<file path="config.mk">
export PLATFORM = sky130hd
export DESIGN_NAME = pipelined_cla_addsub
export DESIGN_NICKNAME = d
export VERILOG_FILES = /design/src/rtl/pipelined_cla_addsub.sv
export SDC_FILE = /design/constraint.sdc
export NUM_CORES = 1
export LEC_CHECK = 0
export BUFFER_PORTS_ARGS = -buffer_cell sky130_fd_sc_hd__clkbuf_2
export CAP_MARGIN = 20
export CORE_AREA = 2 2 114 105
export DETAILED_ROUTE_END_ITERATION = 12
export DIE_AREA = 0 0 116 107
export RECOVER_POWER = 50
export SLEW_MARGIN = 10
export SYNTH_ARGS = -nofsm -noshare
export SYNTH_HDL_FRONTEND = slang
export SYNTH_SLANG_ARGS = --single-unit
export TNS_END_PERCENT = 20
</file>
<file path="constraint.sdc">
create_clock -name clk -period 2.8 [get_ports clk]
set_input_delay 0.28 -clock clk [delete_from_list [all_inputs] [get_ports clk]]
set_output_delay 0.28 -clock clk [all_outputs]
set_load 0.05 [all_outputs]
</file>
<file path="src/rtl/pipelined_cla_addsub.sv">
// rtl/pipelined_cla_addsub.sv - WIDTH/4-stage pipelined carry-lookahead adder/subtractor
module pipelined_cla_addsub #(
    parameter int WIDTH = 16
) (
    input  logic             clk,
    input  logic             rst_n,
    input  logic             in_valid,
    output logic             in_ready,
    input  logic [WIDTH-1:0] a,
    input  logic [WIDTH-1:0] b,
    input  logic             cin,
    input  logic             sub,
    output logic             out_valid,
    input  logic             out_ready,
    output logic [WIDTH-1:0] sum,
    output logic             cout,
    output logic             ovf,
    output logic             zero
);
    localparam int N = WIDTH / 4;
    localparam int P = (N > 1) ? N - 1 : 1;

    // Returns {carry_out, carry_into_bit3, sum[3:0]}, every carry flattened from g/p/c0.
    function automatic logic [5:0] cla4(input logic [3:0] x, input logic [3:0] y, input logic c0);
        logic [3:0] g, p;
        logic       c1, c2, c3, c4;
        g  = x & y;
        p  = x ^ y;
        c1 = g[0] | (p[0] & c0);
        c2 = g[1] | (p[1] & g[0]) | (p[1] & p[0] & c0);
        c3 = g[2] | (p[2] & g[1]) | (p[2] & p[1] & g[0]) | (p[2] & p[1] & p[0] & c0);
        c4 = g[3] | (p[3] & g[2]) | (p[3] & p[2] & g[1]) | (p[3] & p[2] & p[1] & g[0])
           | (p[3] & p[2] & p[1] & p[0] & c0);
        return {c4, c3, p ^ {c3, c2, c1, c0}};
    endfunction

    logic adv;

    // Inter-stage registers: operands travel whole (skew), finished groups accumulate (deskew).
    logic [P-1:0]     pv;
    logic [P-1:0]     pc;
    logic [WIDTH-1:0] pa [P];
    logic [WIDTH-1:0] pb [P];
    logic [WIDTH-1:0] ps [P];

    logic [WIDTH-1:0] ca [N];
    logic [WIDTH-1:0] cb [N];
    logic [WIDTH-1:0] cs_in  [N];
    logic [WIDTH-1:0] cs_out [N];
    logic [N-1:0]     cv, cc_in, cc_out, cc3;

    assign adv      = !out_valid || out_ready;
    assign in_ready = adv;

    always_comb begin
        logic [5:0] r;
        ca[0]    = a;
        cb[0]    = sub ? ~b : b;
        cc_in[0] = sub | cin;
        cs_in[0] = '0;
        cv[0]    = in_valid;
        for (int k = 1; k < N; k++) begin
            ca[k]    = pa[k-1];
            cb[k]    = pb[k-1];
            cc_in[k] = pc[k-1];
            cs_in[k] = ps[k-1];
            cv[k]    = pv[k-1];
        end
        for (int k = 0; k < N; k++) begin
            r                  = cla4(ca[k][4*k +: 4], cb[k][4*k +: 4], cc_in[k]);
            cc_out[k]          = r[5];
            cc3[k]             = r[4];
            cs_out[k]          = cs_in[k];
            cs_out[k][4*k +: 4] = r[3:0];
        end
    end

    // Only valid bits and outputs are reset; data registers just follow the pipeline.
    always_ff @(posedge clk) begin
        if (!rst_n) begin
            pv        <= '0;
            out_valid <= 1'b0;
            sum       <= '0;
            cout      <= 1'b0;
            ovf       <= 1'b0;
            zero      <= 1'b0;
        end else if (adv) begin
            for (int k = 0; k < N - 1; k++) begin
                pv[k] <= cv[k];
                pc[k] <= cc_out[k];
                pa[k] <= ca[k];
                pb[k] <= cb[k];
                ps[k] <= cs_out[k];
            end
            out_valid <= cv[N-1];
            sum       <= cs_out[N-1];
            cout      <= cc_out[N-1];
            ovf       <= cc3[N-1] ^ cc_out[N-1];
            zero      <= (cs_out[N-1] == '0);
        end
    end
endmodule

</file>
* Word-level counts from Yosys, hierarchy flattened
Memory sizes are Yosys's and may differ from the RTL's.
Index checks and enable logic that the tools add are counted.
** Operators by class
- Muxes and demuxes :: 4
- Bitwise operators :: 119
- Reductions and logical operators :: 4
** Operator list (number)
- bitwise AND 1 bit :: 64
- bitwise OR 1 bit :: 41
- bitwise XOR 4 bit :: 8
- bitwise AND 4 bit :: 4
- logical NOT 16 bit :: 1
- 2-to-1 mux 16 bit :: 1
- NOT 16 bit :: 1
- 2-to-1 mux 1 bit :: 3
- AND reduction 2 bit :: 1
- logical NOT 1 bit :: 1
- logical OR 1 bit :: 1
- bitwise XOR 1 bit :: 1
** Storage, ports and cells
- Register bits :: 26
- Bits in writable memories :: 144
- Bits of input ports :: 38
- Logic and storage cells :: 137
- Memories :: 3
** Memories
- pa :: depth 3, width 16, rd ports 3, clocked after memory_dff 0, wr ports 3, line 42 : logic [WIDTH-1:0] pa [P];
- pb :: depth 3, width 16, rd ports 3, clocked after memory_dff 0, wr ports 3, line 43 : logic [WIDTH-1:0] pb [P];
- ps :: depth 3, width 16, rd ports 3, clocked after memory_dff 0, wr ports 3, line 44 : logic [WIDTH-1:0] ps [P];

* Logic depth before layout (Yosys ltp)
Gate-level depths: netlist (run 1).
- Depth after elaboration :: 8
- Gate-level depth with buffers :: 7
- Mapped depth without buffers :: 6

* Worst setup path after synthesis (run 1)
Ideal clock, no wire load.
- Path kind :: register -> register
- From :: reg out_valid
- To :: mem pa[0][10], enable pin
- Setup time :: 0.441 ns
- Arrival time :: 3.324 ns
- Path slack :: -0.965 ns
- Cell stages (with the launch flop) :: 5
- Period minus slack after synthesis :: 3.765 ns
- Cells stage by stage :: dfxtp_1 > nor2b_1 > inv_1 > clkbuf_1 > and2_1
** RTL lines
- start, declared :: line 13 : output logic out_valid,
- start signal, assigned :: line 95 : out_valid <= cv[N-1];
- end, declared :: line 42

* Worst setup path after layout (run 1)
- From :: in sub
- To :: reg pc[0], data pin
** On the way
- Word-level cells in the longest chain between the ends :: 7
** RTL lines
- start, declared :: line 12 : input logic sub,
- 2-to-1 mux 16 bit :: line 58 : cb[0] = sub ? ~b : b;
- bitwise XOR 4 bit or bitwise AND 4 bit (tied branches) :: line 28, 27
- bitwise AND 1 bit (on tied branches) :: line 32, 33
- bitwise OR 1 bit, or another cell as far along (2 in series) :: line 32 : c4 = g[3] | (p[3] & g[2]) | (p[3] & p[2] & g[1]) | (p[3] & p[2] & p[1] & g[0])
- bitwise OR 1 bit or bitwise AND 1 bit (tied branches) :: line 32, 33
- bitwise OR 1 bit * :: line 33 : | (p[3] & p[2] & p[1] & p[0] & c0);
- via cc_out[0] :: line 50 : logic [N-1:0] cv, cc_in, cc_out, cc3;
- end signal, assigned by index :: line 90 : pc[k] <= cc_out[k];
- end, declared :: line 41 : logic [P-1:0] pc;
Mark *: on every way through the listed nets, which the timed path passes. The rest lies on a longest branch.
A chain may end at the register's enable or synchronous reset.

==> impl_metrics.env, run 1 <==
export IMPL_status="complete, no violations"
export IMPL_drtIter0Drc=169
export IMPL_tritoncts="yes"
export IMPL_critPathLaunchType="primary input"
export IMPL_ctsHoldBuffers=0
export IMPL_critical_path_class="primary input to register"
export IMPL_via_per_inst=4.32
export IMPL_finalCritPeriodShare=0.757
export IMPL_gr_usage_all_layers=0.105
export IMPL_p_leak_nw=1.81
export IMPL_clkTransAtPathRegs_ps=70
export IMPL_finalCriticalPeriod_ps=2120
export IMPL_postCtsResizedCells=0
export IMPL_cp_required_ps=2890
export IMPL_cts_buffer_depth=2
export IMPL_grt_pass1_wl_um=10000
export IMPL_initial_core_util=0.346
export IMPL_cts_root_buf="clkbuf_16"
export IMPL_avgSynthCellArea_um2=14.8
export IMPL_synthTopCellsByCount="edfxtp_1 (75), nand2_1 (33), dfxtp_1 (23), xor2_1 (22), ha_1 (16)"
export IMPL_ant_nets=0
export IMPL_setup_viol_count_final=0
export IMPL_htree_levels=3
export IMPL_stdcell_count=486
export IMPL_ys_ff_latch=98
export IMPL_coreArea_um2=11200
export IMPL_min_path_type="primary input to register"
export IMPL_finClkSkew_ps=6.11
export IMPL_cap_violations=0
export IMPL_irDropWorstVdd_mv=0.373
export IMPL_vias=2100
export IMPL_grt_antenna_before_repair=0
export IMPL_wire_per_inst_um=12.4
export IMPL_slew_headroom=0.260
export IMPL_syn_nets=320
export IMPL_syn_inst=262
export IMPL_synthFlopType="edfxtp_1"
export IMPL_synth_edff_count=75
export IMPL_chipWidth_um=116
export IMPL_p_per_area_nw_per_um2=733
export IMPL_seq_area_frac_synth=0.700
export IMPL_crit_arrival_ps=2210
export IMPL_drive_gt1_frac=0.179
export IMPL_dp_slack_ps=732
export IMPL_fp_dieArea_um2=12400
export IMPL_dieHeight_um=107
export IMPL_port_buffers=58
export IMPL_n_fill_cell=1093
export IMPL_gr_total_overflow=0
export IMPL_finalInstanceArea_um2=4610
export IMPL_cts_buffers=9
export IMPL_crit_fanout=18
export IMPL_place_congestion=0.745
export IMPL_place_area_um2=4340
export IMPL_hpwl_um=4160
export IMPL_cts_sinks=98
export IMPL_syn_area_um2=3870
export IMPL_io_pins=59
export IMPL_wirelength_um=6030
export IMPL_ys_types=36
export IMPL_slew_violations=0
export IMPL_drt_first_pass_iters=4
export IMPL_slowest_delay_ps=800
export IMPL_grt_pass1_vias=2092
export IMPL_fin_nets=383
export IMPL_yosysTopAreaCellShare=0.581
export IMPL_n_antenna_cell=0
export IMPL_post_cts_buffers=0
export IMPL_max_clock_freq_ghz=0.472
export IMPL_rows=37
export IMPL_grt_start_max_net_pins=76
export IMPL_synthArstFlopShare=0
export IMPL_tns_ps=0
export IMPL_rsz0062_at_grt="no"
export IMPL_yosys_warnings=0
export IMPL_setup_ws_ps=681
export IMPL_yosysTopAreaCell="edfxtp_1"
export IMPL_drt_drc_violations_left=0
export IMPL_cp_cell_sequence="clkbuf_1 -> xor2_1 -> ha_1 -> o21ai_0 -> nand2b_1 -> a31o_2 -> a21o_1"
export IMPL_area_delta_synth_final_pct=19.1
export IMPL_hold_viol=0
export IMPL_crit_slowest_cell="clkbuf_1"
export IMPL_synth_area_leaders="edfxtp_1 (58%), dfxtp_1 (12%), ha_1 (5.2%)"
export IMPL_worstMarginPinSlew_ps=1110
export IMPL_p_total_w=0.00338
export IMPL_synth_most_common_cell="edfxtp_1"
export IMPL_dp_cells=470
export IMPL_insertion_delay_ps=330
export IMPL_worstSetupEndpointType="register"
-- placed cells by master (no fill, tap or decap), types with 5 or more instances in the layout --
cell,netlist,layout
nand2_1,33,33
nor2_1,5,5
clkbuf_2,0,38
inv_1,9,9
ha_1,16,16
edfxtp_1,75,75
dfxtp_1,23,23
a21boi_0,15,15
xor2_1,22,22
clkbuf_1,4,21
clkbuf_16,0,9
a21o_1,7,7
o21ai_0,7,7
-- layer usage --
| layer | track usage | wire length [um] | vias to the layer above |
|---|---|---|---|
| li1 | - | - | 1066 |
| met1 | 0.141 | 2950 | 975 |
| met2 | 0.162 | 2710 | 53 |
| met3 | 0.0334 | 296 | 6 |
| met4 | 0.0332 | 73 | 0 |
| met5 | 0 | 0 | - |
-- flip-flops by register name, summed over array words and instances, names as in the netlist --
signal	flops
zero	1
pc	3
out_valid	1
sum	16
pa	24
cout	1
pb	24
ovf	1
pv	3
ps	24
-- final timing paths --
check                           start                   to  slack, ps  depth (start not counted)
setup reg to reg  pa[0][44]$_DFFE_PP_    zero$_SDFFE_PN0N_        890                          6
hold / removal                   a[4]   pa[0][4]$_DFFE_PP_        120                          1
setup / recovery                  sub      pc[0]$_DFFE_PP_        680                          7
hold reg to reg    pb[0][8]$_DFFE_PP_  pb[0][24]$_DFFE_PP_        420                          0
-- cell families after synthesis --
family / after synthesis / share of synthesized area
AOI/OAI and AO/OA: 46 / 0.0827
xor gates and xnor gates: 26 / 0.0588
adders and majority gates: 20 / 0.0723
buffers and inverters: 17 / 0.0178
DFF: 98 / 0.700
muxes: 1 / 0.00258
and+or+nand+nor: 54 / 0.0659
-- final cells by class --
class                      count  area [um2]  share of cell area
clock buffer                   9         225              0.0488
multi-input combinational    147        1100               0.238
tap                          156         195              0.0423
sequential                    98        2710               0.588
inverter                       9        33.8             0.00732
clock inverter                 7        73.8              0.0160
timing repair buffer          60         277              0.0599
-- critical path: cells and delay by family --
family	cells	cell delay [ps]
xor+xnor	1	200
simple gates	1	110
fa+ha+maj	1	310
compound gates	3	510
buf+inv	1	800
-- where the power goes --
part / internal [W] / switching (W) / total (W)
logic: 0.000133 / 0.000245 / 0.000378
registers: 0.00173 / 0.0000541 / 0.00178
clock network: 0.000699 / 0.000524 / 0.00122
-- metrics by stage --
step | hold WS [ps] | util
after floorplan | 379 | -
after global placement | 402 | 0.388
after detailed placement | 405 | 0.388
after CTS | 112 | 0.414
after global routing | 102 | 0.412
final | 120 | 0.412
Power figures use the tool's default switching activity.
==> run 2, diff against run 1 <==
ABC_AREA = 1   (was not set)
CORE_AREA = 2 2 115 105   (was 2 2 114 105)
DIE_AREA = 0 0 117 107   (was 0 0 116 107)
clock period = 1.9 ns   (was 2.8 ns; I/O delays follow)
==> impl_metrics.env, run 2 <==
export IMPL_status="complete, no violations"
export IMPL_drive_gt1_frac=0.183
export IMPL_mostFrequentLayoutCell="edfxtp_1"
export IMPL_cts_sinks=98
export IMPL_synth_edff_count=75
export IMPL_ant_nets=0
export IMPL_coreArea_um2=11300
export IMPL_yosysTopAreaCellShare=0.580
export IMPL_cts_buffer_depth=2
export IMPL_synthAdderAreaFrac=0.0722
export IMPL_rsz0062_at_grt="no"
export IMPL_synth_area_leaders="edfxtp_1 (58%), dfxtp_1 (12%), xor2_1 (5.2%)"
export IMPL_hold_path_end="pa[0][13]$_DFFE_PP_"
export IMPL_clkTransAtPathRegs_ps=70
export IMPL_post_cts_buffers=0
export IMPL_top_regs="pa (24), pb (24), ps (24)"
export IMPL_vias=2139
export IMPL_grt_antenna_before_repair=0
export IMPL_critPathLaunchType="register"
export IMPL_port_buffers=58
export IMPL_min_path_type="primary input to register"
export IMPL_synthArstFlopShare=0
export IMPL_cp_cell_sequence="clkinv_1 -> nor2_2 -> nor2_4 -> clkbuf_4"
export IMPL_grt_pass1_wl_um=10300
export IMPL_p_sw_w=0.00126
export IMPL_rows=37
export IMPL_drtIter0Drc=144
export IMPL_grt_start_max_net_pins=76
export IMPL_p_int_w=0.00365
export IMPL_fp_dieArea_um2=12500
export IMPL_io_pins=59
export IMPL_seq_power_share=0.536
export IMPL_rr_startpoint="out_valid$_SDFFE_PN0N_"
export IMPL_setup_viol_count_final=0
export IMPL_crit_fanout=75
export IMPL_crit_slowest_cell="clkbuf_4"
export IMPL_worstSetupEndpointType="register"
export IMPL_synthFlopType="edfxtp_1"
export IMPL_htree_levels=3
export IMPL_tritoncts="yes"
export IMPL_cap_violations=0
export IMPL_wire_per_inst_um=11.5
export IMPL_synth_compound_area_frac=0.0535
export IMPL_slew_violations=0
export IMPL_dieHeight_um=107
export IMPL_wirelength_um=5970
export IMPL_finalCriticalPeriod_ps=1720
export IMPL_synth_top_family_by_area="simple AND/OR/NAND/NOR gates"
export IMPL_area_delta_synth_final_pct=19.1
export IMPL_dp_cells=501
export IMPL_crit_buf_inv=2
export IMPL_reg2reg_depth=4
export IMPL_reg2reg_slack_ps=180
export IMPL_grt_pass1_vias=2237
export IMPL_drt_drc_violations_left=0
export IMPL_p_per_area_nw_per_um2=1060
export IMPL_finalCritPeriodShare=0.906
export IMPL_cp_required_ps=1860
export IMPL_syn_nets=348
export IMPL_synthTopCellsByCount="edfxtp_1 (75), nor2_1 (40), dfxtp_1 (23), inv_1 (23), xor2_1 (23)"
export IMPL_muxShareOfSynthArea=0
export IMPL_max_clock_freq_ghz=0.581
export IMPL_reg2reg_to="pa[0][44]$_DFFE_PP_"
export IMPL_irDropWorstVdd_mv=0.518
export IMPL_place_congestion=0.704
export IMPL_hpwl_um=4170
export IMPL_sw_frac_of_total=0.257
export IMPL_critical_path_class="register to register"
export IMPL_worstMarginPinSlew_ps=995
export IMPL_chipWidth_um=117
export IMPL_gr_usage_all_layers=0.107
export IMPL_p_leak_nw=1.91
export IMPL_drt_first_pass_iters=4
export IMPL_p_comb_frac=0.117
export IMPL_yosys_warnings=0
export IMPL_gr_total_overflow=0
export IMPL_finClkSkew_ps=5.09
export IMPL_crit_arrival_ps=1680
export IMPL_insertion_delay_ps=330
export IMPL_hold_viol=0
export IMPL_slew_headroom=0.337
export IMPL_synthSimpleGateAreaFrac=0.0841
export IMPL_syn_inst=290
export IMPL_tns_ps=0
export IMPL_via_per_inst=4.14
export IMPL_postCtsResizedCells=0
export IMPL_ys_types=27
export IMPL_startpoint="out_valid$_SDFFE_PN0N_"
export IMPL_avgSynthCellArea_um2=13.4
export IMPL_yosysTopAreaCell="edfxtp_1"
export IMPL_slowest_delay_ps=760
export IMPL_fin_nets=414
export IMPL_stdcell_count=517
export IMPL_cpLargestDelayFamily="buffers and inverters"
export IMPL_ctsHoldBuffers=0
export IMPL_cts_buffers=9
export IMPL_min_delay_start="a[13]"
export IMPL_syn_area_um2=3880
export IMPL_n_antenna_cell=0
export IMPL_min_path_cells=1
export IMPL_hold_ws_ps=23.7
export IMPL_n_fill_cell=1074
export IMPL_ys_ff_latch=98
export IMPL_cts_root_buf="clkbuf_16"
export IMPL_power_share_clock=0.347
export IMPL_final_cell_mix="edfxtp_1 (75), nor2_1 (39), clkbuf_2 (36)"
export IMPL_synth_xor_area_share=0.0564
export IMPL_seq_area_frac_synth=0.698
export IMPL_initial_core_util=0.342
export IMPL_synth_most_common_cell="edfxtp_1"
-- run 2: changes by cell type after synthesis, sizes merged, moves of 8 or more --
| cell | previous run | this run |
|---|---|---|
| inv | 9 | 24 |
| nor2 | 5 | 43 |
| o21ai | 8 | 19 |
| nand2 | 33 | 25 |
| a21boi | 15 | 0 |
| nand3 | 1 | 10 |
-- run 2: routing by layer --
layer	track usage	vias up	wire, um
met4	0.0328	0	59
met5	0	-	0
met2	0.170	55	2710
met3	0.0350	5	294
met1	0.139	956	2910
li1	-	1123	-
-- run 2: cells by family after synthesis --
kind of cell / count (synthesis)
compound gates: 36
xor+xnor: 25
fa+ha+maj: 20
buf+inv: 32
flops: 98
simple gates: 79
-- run 2: power by group through the flow --
stage	clock network (W)	registers, W	logic (W)
2_1_floorplan	0	0.00280	0.000304
3_3_place_gp	0	0.00267	0.000588
3_5_place_dp	0	0.00268	0.000601
4_1_cts	0.00177	0.00263	0.000603
5_1_grt	0.00184	0.00266	0.000657
6_report	0.00170	0.00264	0.000577
-- run 2: per-stage QoR --
stage | cell area [um2] | total power [W] | setup WS, ps | utilization
floorplan | 3900 | 0.00310 | -254 | -
global placement | 4380 | 0.00326 | 251 | 0.386
detailed placement | 4380 | 0.00328 | 216 | 0.386
CTS | 4670 | 0.00500 | 134 | 0.412
global route | 4620 | 0.00516 | 75.9 | 0.408
finish | 4620 | 0.00492 | 178 | 0.408
-- run 2: worst max path at each step --
stage / end / slack (ps) / cells past startpoint
3_3_place_gp: zero$_SDFFE_PN0N_ / 250 / 10
2_1_floorplan: pa[0][10]$_DFFE_PP_ / -250 / 4
5_1_grt: in_ready / 80 / 4
6_report: pa[0][44]$_DFFE_PP_ / 180 / 4
4_1_cts: in_ready / 130 / 4
3_5_place_dp: ps[0][3]$_DFFE_PP_ / 220 / 8
-- run 2: cell type report --
| type | instances | area [um2] | share of cell area |
|---|---|---|---|
| timing repair buffer | 63 | 300 | 0.0649 |
| inverter | 24 | 90.1 | 0.0195 |
| sequential | 98 | 2710 | 0.587 |
| clock buffer | 9 | 225 | 0.0487 |
| tap | 156 | 195 | 0.0422 |
| clock inverter | 7 | 60.1 | 0.0130 |
| multi-input combinational | 160 | 1040 | 0.225 |
